## config.mk

```make
export PLATFORM = sky130hd
export DESIGN_NAME = frame_deserializer
export DESIGN_NICKNAME = d
export VERILOG_FILES = /design/src/rtl/frame_deserializer.sv
export SDC_FILE = /design/constraint.sdc
export NUM_CORES = 1
export LEC_CHECK = 0
export ABC_AREA = 0
export CAP_MARGIN = 40
export CELL_PAD_IN_SITES_DETAIL_PLACEMENT = 0
export CELL_PAD_IN_SITES_GLOBAL_PLACEMENT = 1
export CORE_MARGIN = 2
export CORE_UTILIZATION = 37
export DETAILED_ROUTE_END_ITERATION = 16
export PLACE_DENSITY = 0.76
export SLEW_MARGIN = 20
export SYNTH_ARGS = -nofsm -noshare
export SYNTH_HDL_FRONTEND = slang
export SYNTH_SLANG_ARGS = --single-unit
```

## constraint.sdc

```tcl
create_clock -name clk -period 1.5 [get_ports clk]
set_clock_uncertainty 0.05 [all_clocks]
set_input_delay 0.3 -clock clk [delete_from_list [all_inputs] [get_ports clk]]
set_output_delay 0.3 -clock clk [all_outputs]
set_load 0.005 [all_outputs]
```

## src/rtl/frame_deserializer.sv

```systemverilog
// Assembles BEATS serial beats of DATA_W bits, framed by sof_in, into one parallel word.
// Latency: the word is valid one clock after its final beat is on din.
// Backpressure: one output register; a frame that completes while that register is full is dropped and flagged.
module frame_deserializer #(
    parameter int DATA_W = 2,
    parameter int BEATS  = 4,
    parameter int CNT_W  = 2
) (
    input  logic                      clk,
    input  logic                      rst_n,
    input  logic                      sof_in,
    input  logic [DATA_W-1:0]         din,
    output logic [BEATS*DATA_W-1:0]   word_out,
    output logic                      word_valid,
    input  logic                      word_ready,
    output logic                      busy,
    output logic [CNT_W-1:0]          beat_cnt,
    output logic                      abort_err,
    output logic                      overrun_err,
    input  logic                      clr_err
);

    localparam int WORD_W = BEATS * DATA_W;
    localparam int LOW_W  = WORD_W - DATA_W;
    localparam logic [CNT_W-1:0] LAST_BEAT = CNT_W'(BEATS - 1);
    localparam logic [CNT_W-1:0] CNT_ONE   = CNT_W'(1);

    typedef enum logic {
        IDLE = 1'b0,
        RECV = 1'b1
    } state_t;

    state_t               state_q, state_d;
    logic [CNT_W-1:0]     cnt_q, cnt_d;
    logic [WORD_W-1:0]    sreg_q, sreg_d;
    logic [WORD_W-1:0]    word_q, word_d;
    logic                 valid_q, valid_d;
    logic                 abort_q, abort_d;
    logic                 overrun_q, overrun_d;

    logic                 frame_done;
    logic                 abort_evt;
    logic                 out_free;
    logic                 load_word;
    logic                 overrun_evt;
    logic [WORD_W-1:0]    frame_word;

    always_ff @(posedge clk or negedge rst_n) begin
        if (!rst_n) begin
            state_q   <= IDLE;
            cnt_q     <= '0;
            sreg_q    <= '0;
            word_q    <= '0;
            valid_q   <= 1'b0;
            abort_q   <= 1'b0;
            overrun_q <= 1'b0;
        end else begin
            state_q   <= state_d;
            cnt_q     <= cnt_d;
            sreg_q    <= sreg_d;
            word_q    <= word_d;
            valid_q   <= valid_d;
            abort_q   <= abort_d;
            overrun_q <= overrun_d;
        end
    end

    // sof_in always restarts framing, even mid-frame and even on what would be the final beat.
    always_comb begin
        state_d    = state_q;
        cnt_d      = cnt_q;
        frame_done = 1'b0;
        abort_evt  = 1'b0;
        case (state_q)
            IDLE: begin
                if (sof_in) begin
                    state_d = RECV;
                    cnt_d   = CNT_ONE;
                end
            end
            RECV: begin
                if (sof_in) begin
                    abort_evt = 1'b1;
                    cnt_d     = CNT_ONE;
                end else if (cnt_q == LAST_BEAT) begin
                    state_d    = IDLE;
                    cnt_d      = '0;
                    frame_done = 1'b1;
                end else begin
                    cnt_d = cnt_q + CNT_ONE;
                end
            end
            default: begin
                state_d = IDLE;
                cnt_d   = '0;
            end
        endcase
    end

    always_comb begin
        frame_word  = {sreg_q[LOW_W-1:0], din};
        sreg_d      = (sof_in || state_q == RECV) ? frame_word : sreg_q;

        // The output slot is free if empty or being drained on this very edge.
        out_free    = !valid_q || word_ready;
        load_word   = frame_done && out_free;
        overrun_evt = frame_done && !out_free;

        word_d      = load_word ? frame_word : word_q;
        if (load_word) begin
            valid_d = 1'b1;
        end else if (valid_q && word_ready) begin
            valid_d = 1'b0;
        end else begin
            valid_d = valid_q;
        end

        // A new event in the clear cycle still sets the flag.
        abort_d     = abort_evt   | (abort_q   & ~clr_err);
        overrun_d   = overrun_evt | (overrun_q & ~clr_err);
    end

    assign busy        = (state_q == RECV);
    assign beat_cnt    = cnt_q;
    assign word_out    = word_q;
    assign word_valid  = valid_q;
    assign abort_err   = abort_q;
    assign overrun_err = overrun_q;

endmodule

```

# Word-level counts from Yosys, hierarchy flattened
# Cells that the tools add are included.
[totals]
register_bits = 20
in_bits = 7
word_cells = 38
[op_classes]
n_addsub = 1
eq_ne = 2
n_mux = 14
bitwise = 6
n_reduce_logical = 8
[ops]
columns = ["operator", "count"]
rows = [
  ["2-to-1 mux 1 bit", 9],
  ["2-to-1 mux 2 bit", 3],
  ["case mux 2 bit (2 select lines)", 1],
  ["logical AND 1 bit", 3],
  ["adder 2 x 1 -> 2 bit (second input constant)", 1],
  ["bitwise AND 1 bit", 2],
  ["== test 2 bit (second input constant)", 1],
  ["logical NOT 1 bit", 2],
  ["logical OR 1 bit", 2],
  ["inequality test 2 bit (second input constant)", 1],
  ["NOT 1 bit", 2],
  ["OR 1 bit", 2],
  ["case mux 1 bit (2 select lines)", 1],
  ["nonzero test 2 bit", 1],
]

# Logic depth before layout (Yosys ltp)
[depth]
word_depth = 6
mapped_depth = 5
ltp_nobuf = 4

# Worst setup path before layout
# OpenSTA, ideal clock, no wires.
[synth_timing]
path_type = "flip-flop to flip-flop"
start = "register cnt_q[0], in the netlist beat_cnt[0]"
end = "register word_q[0], in the netlist word_out[0]"
setup_ns = 0.125
t_arrival_ns = 1.265
path_slack_ns = 0.060
stages_incl_launch_ff = 6
synth_period_minus_slack_ns = 1.440
path_cell_list = "dfrtp_1 > ha_1 > nand3b_1 > nor2b_2 > buf_6 > mux2_4"
[synth_between]
elab_chain_len = 5
[synth_lines]
columns = ["item", "line_no", "source"]
rows = [
  ["start, declared", "34", "logic [CNT_W-1:0] cnt_q, cnt_d;"],
  ["start signal, assigned", "59", "cnt_q <= cnt_d;"],
  ["== test 2 bit", "85", "end else if (cnt_q == LAST_BEAT) begin"],
  ["2-to-1 mux 1 bit", "85", ""],
  ["2-to-1 mux 1 bit", "82", "if (sof_in) begin"],
  ["2-to-1 mux 1 bit", "74", "case (state_q)"],
  ["logical AND 1 bit", "106", "load_word = frame_done && out_free;"],
  ["end signal, assigned", "61", "word_q <= word_d;"],
  ["end, declared", "36", "logic [WORD_W-1:0] word_q, word_d;"],
]
# Every way passes these cells.
# A chain may end at the register's enable or synchronous reset.

# Worst setup path in the final report
[layout_timing]
start = "register cnt_q[0], in the netlist beat_cnt[0]"
end = "register word_q[3], in the netlist word_out[3]"
# Same word-level chain as after synthesis.

==> summary.md <==
| Metric | Value |
|---|---|
| Status | finished, final reports clean |
| CP max FO | 8 |
| P_sw | 0.532 mW |
| Mean Syn Cell Area | 15.4 µm² |
| Most frequent cells in the layout | dfrtp_1 (20), buf_4 (14), dlygate4sd2_1 (13) |
| Most common cell after layout, fill and taps aside | dfrtp_1 |
| CP peak stage delay | between 0.3 and 0.4 ns |
| HPWL Detailed | 959 µm |
| RSZ-0062 raised after global routing | true |
| Max-slew violation count | 0 |
| Die area | 0.00256 mm² |
| Clock buffer depth | 2 |
| Slowest cell on crit path | dfrtp_1 |
| Max-cap viol count | 0 |
| GP Congestion | 0.745 |
| Layout cells sized above 1 | 39.6% |
| CTS Buf Count | 3 |
| Seq/Total Area, Yosys | 62.4% |
| NumNets Final | 100 |
| Clock-pin slew on the worst setup and hold paths | 0.11 ns |
| Initial Util | 40.1% |
| CP Capture Type | register |
| Vias | 535 |
| Post-Synth Simple-Gate Area | 4.68% |
| Final ANT Viol Nets | 0 |
| DR iter-0 viols | 6 |
| Fraction of synthesized cell area in xor and xnor cells | 0% |
| Synthesized area | 802 µm² |
| Root buffer cell | clkbuf_4 |
| # diodes | 0 |
| Worst Tran Pin Value | 0.246 ns |
| Worst VDD drop | roughly 0.9 mV |
| # fillers | 174 |
| Final hold violations | 0 |
| Top delay family on crit path | flip-flops |
| #FFs+latches synth | 20 |
| Synth cell types | 17 |
| R2R Setup Slk | ~0.023 ns |
| Post-route cell area | 0.00121 mm² |
| Critical path startpoint category | register |
| CP Class | register to register |
| Drt pass-1 iters | 3 |
| TritonCTS clock tree | done |
| Final Instance Count excl. Fillers | around 120 |
| Die W | 50.6 µm |
| Min Tclk post-route | about 1.5 ns |
| Complex-gate fraction of the synthesized area | 3.90% |
| Layout area overhead | 50.9% |
| Buf/Inv on CP | 2 |
| Internal Power | 1.61 mW |
| Antenna violations before repair | 0 |
| WP data arrival | roughly 1.6 ns |
| Via/cell ratio | 4.53 |
| Synth top area share | 62.4% |
| Pwr Total | roughly 2.1 mW |
| Gate power share | 40.9% |
| Switching Fraction | approximately a quarter |
| Synth Net Count | 60 |
| Core area | 0.00200 mm² |
| Aggregate global routing overflow | 0 |
| Final wirelength | 1360 µm |
| Vias in the first global route | 580 |
| Cell Area, Placed | 0.00110 mm² |
| Seq pwr share | 39.1% |
| Worst EP required | ~1.6 ns |
| Largest family of logic cells by synthesized area | multiplexers |
| Post-Synth Adder-Cell Area | ~1.6% |
| First-pass GRT wire length | about 2500 µm |
| Synth warn | 0 |
| Most area-consuming cells after synthesis | dfrtp_1 (62%), mux2_4 (15%), mux2_2 (8.4%), ha_1 (1.6%), buf_6 (1.4%) |
| Most area-hungry cell type in the Yosys netlist | dfrtp_1 |
| Site Rows | 16 |
| # clock sinks | 20 |
| Post-synthesis mux area share | 24.6% |
| Die span in y | 50.6 µm |
| Fmax | ~0.68 GHz |
| Final setup violation count | 0 |
| Htree depth | 1 |
| GRT Resource Usage Total | 13.1% |
| Max transition margin | 83.6% |
| Final period util | between 90% and 100% |
| Wire per inst | 11.5 µm |
| CP Cell Sequence | buf_6 > ha_4 > nand3b_1 > nor2b_2 > buf_12 > mux2_4 |
| Clk Latency, worst-skew pair | 0.29 ns |
| Pleak | approximately 0.59 nW |
| Cells after Synth | 52 |
| Pin count of the biggest net entering global routing | 21 |
| Clock share of power | 20.0% |
| HP Class | input pin to async pin |
| Cells after DPL | 106 |
| P per Cell Area | 1770 mW/mm² |
| Ports | 21 |
| Input/output buffers | 20 |
| Post-route DRC | 0 |
## cell families (layout without fill, tap and decap cells)
logic type,after synthesis,after routing
DFF,20,20
and+or+nand+nor,7,7
adders and majority gates,1,1
buffers and inverters,4,43
AOI/OAI and AO/OA,5,5
muxes,15,15
## state kept, by name (all words and copies together), names as in the netlist
register,count
abort_err,1
beat_cnt,2
busy,1
overrun_err,1
sreg_q,6
word_out,8
word_valid,1
## synthesized netlist by cell type
cell type,instances
ha_1,1
buf_6,1
o21ai_0,1
o22ai_1,1
dfrtp_1,20
mux2_2,6
nand3b_1,1
a21oi_1,1
mux2_4,8
mux2i_1,1
o31ai_1,1
nand2_1,2
nor2_1,2
o21bai_1,1
nand2b_1,1
inv_1,3
nor2b_2,1
## power groups by stage
stage,combinational [mW],sequential (mW),clock [mW]
2_1_floorplan,0.356,0.866,0
3_3_place_gp,0.824,0.855,0
3_5_place_dp,0.834,0.857,0
4_1_cts,0.864,0.834,0.443
5_1_grt,0.960,0.863,0.471
6_report,0.875,0.836,0.426
## final timing paths
kind                       depth (start not counted)     endpoint         from
max reg2reg                                        6  word_out[3]  beat_cnt[0]
max                                                6  word_out[3]  beat_cnt[0]
min in group clk                                   1  word_out[6]    sreg_q[4]
max in group asynchronous                          2   word_valid        rst_n
min reg2reg                                        1  word_out[6]    sreg_q[4]
min                                                2  word_out[7]        rst_n
## worst reg2reg max path: stages (launching register included)
cell      delay (ns)
dfrtp_1         0.38
buf_6           0.11
ha_4            0.12
nand3b_1        0.10
nor2b_2         0.17
buf_12          0.15
mux2_4          0.30
## through the flow
stage / setup TNS [ns] / util (%) / hold WS (ns) / setup slack, ns
5_1_grt: -0.416 / 60.4 / 0.304 / -0.0596
2_1_floorplan: 0 / - / -0.0456 / 0.0595
6_report: 0 / 60.4 / 0.293 / 0.0229
4_1_cts: 0 / 59.8 / 0.275 / 0.00525
3_3_place_gp: -2.43 / 54.8 / 0.435 / -0.228
3_5_place_dp: -2.73 / 54.8 / 0.444 / -0.260
## layer usage
| layer | vias to the layer above | routed length, µm | share of wire (%) | global-route usage (%) |
|---|---|---|---|---|
| met4 | 0 | 19 | 1.4 | 6.76 |
| met2 | 10 | 662 | 49 | 21.3 |
| met1 | 265 | 639 | 47 | 16.9 |
| met3 | 2 | 38 | 2.8 | 2.08 |
| li1 | 258 | - | - | - |
| met5 | - | 0 | 0 | 0 |
## final cells by class
cell class	count	area [µm²]	area share [%]
clock buffers	3	22.5	1.86
clock inverters	1	30.0	2.48
inverters	3	11.3	0.931
multi-input cells	28	292	24.1
flip-flops and latches	20	500	41.4
well taps	27	33.8	2.79
repair buffers	36	320	26.5
## what timing repair did
item                                    4_1_cts  5_1_grt
buffers inserted                              7        1
endpoints found under the setup margin       22        8
cloned                                        0        0
pin swaps                                     1        1
resized for setup                            16        2
hold endpoints to repair                      0        0
hold buffers                                  0        0
Power figures use the tool's default switching activity.
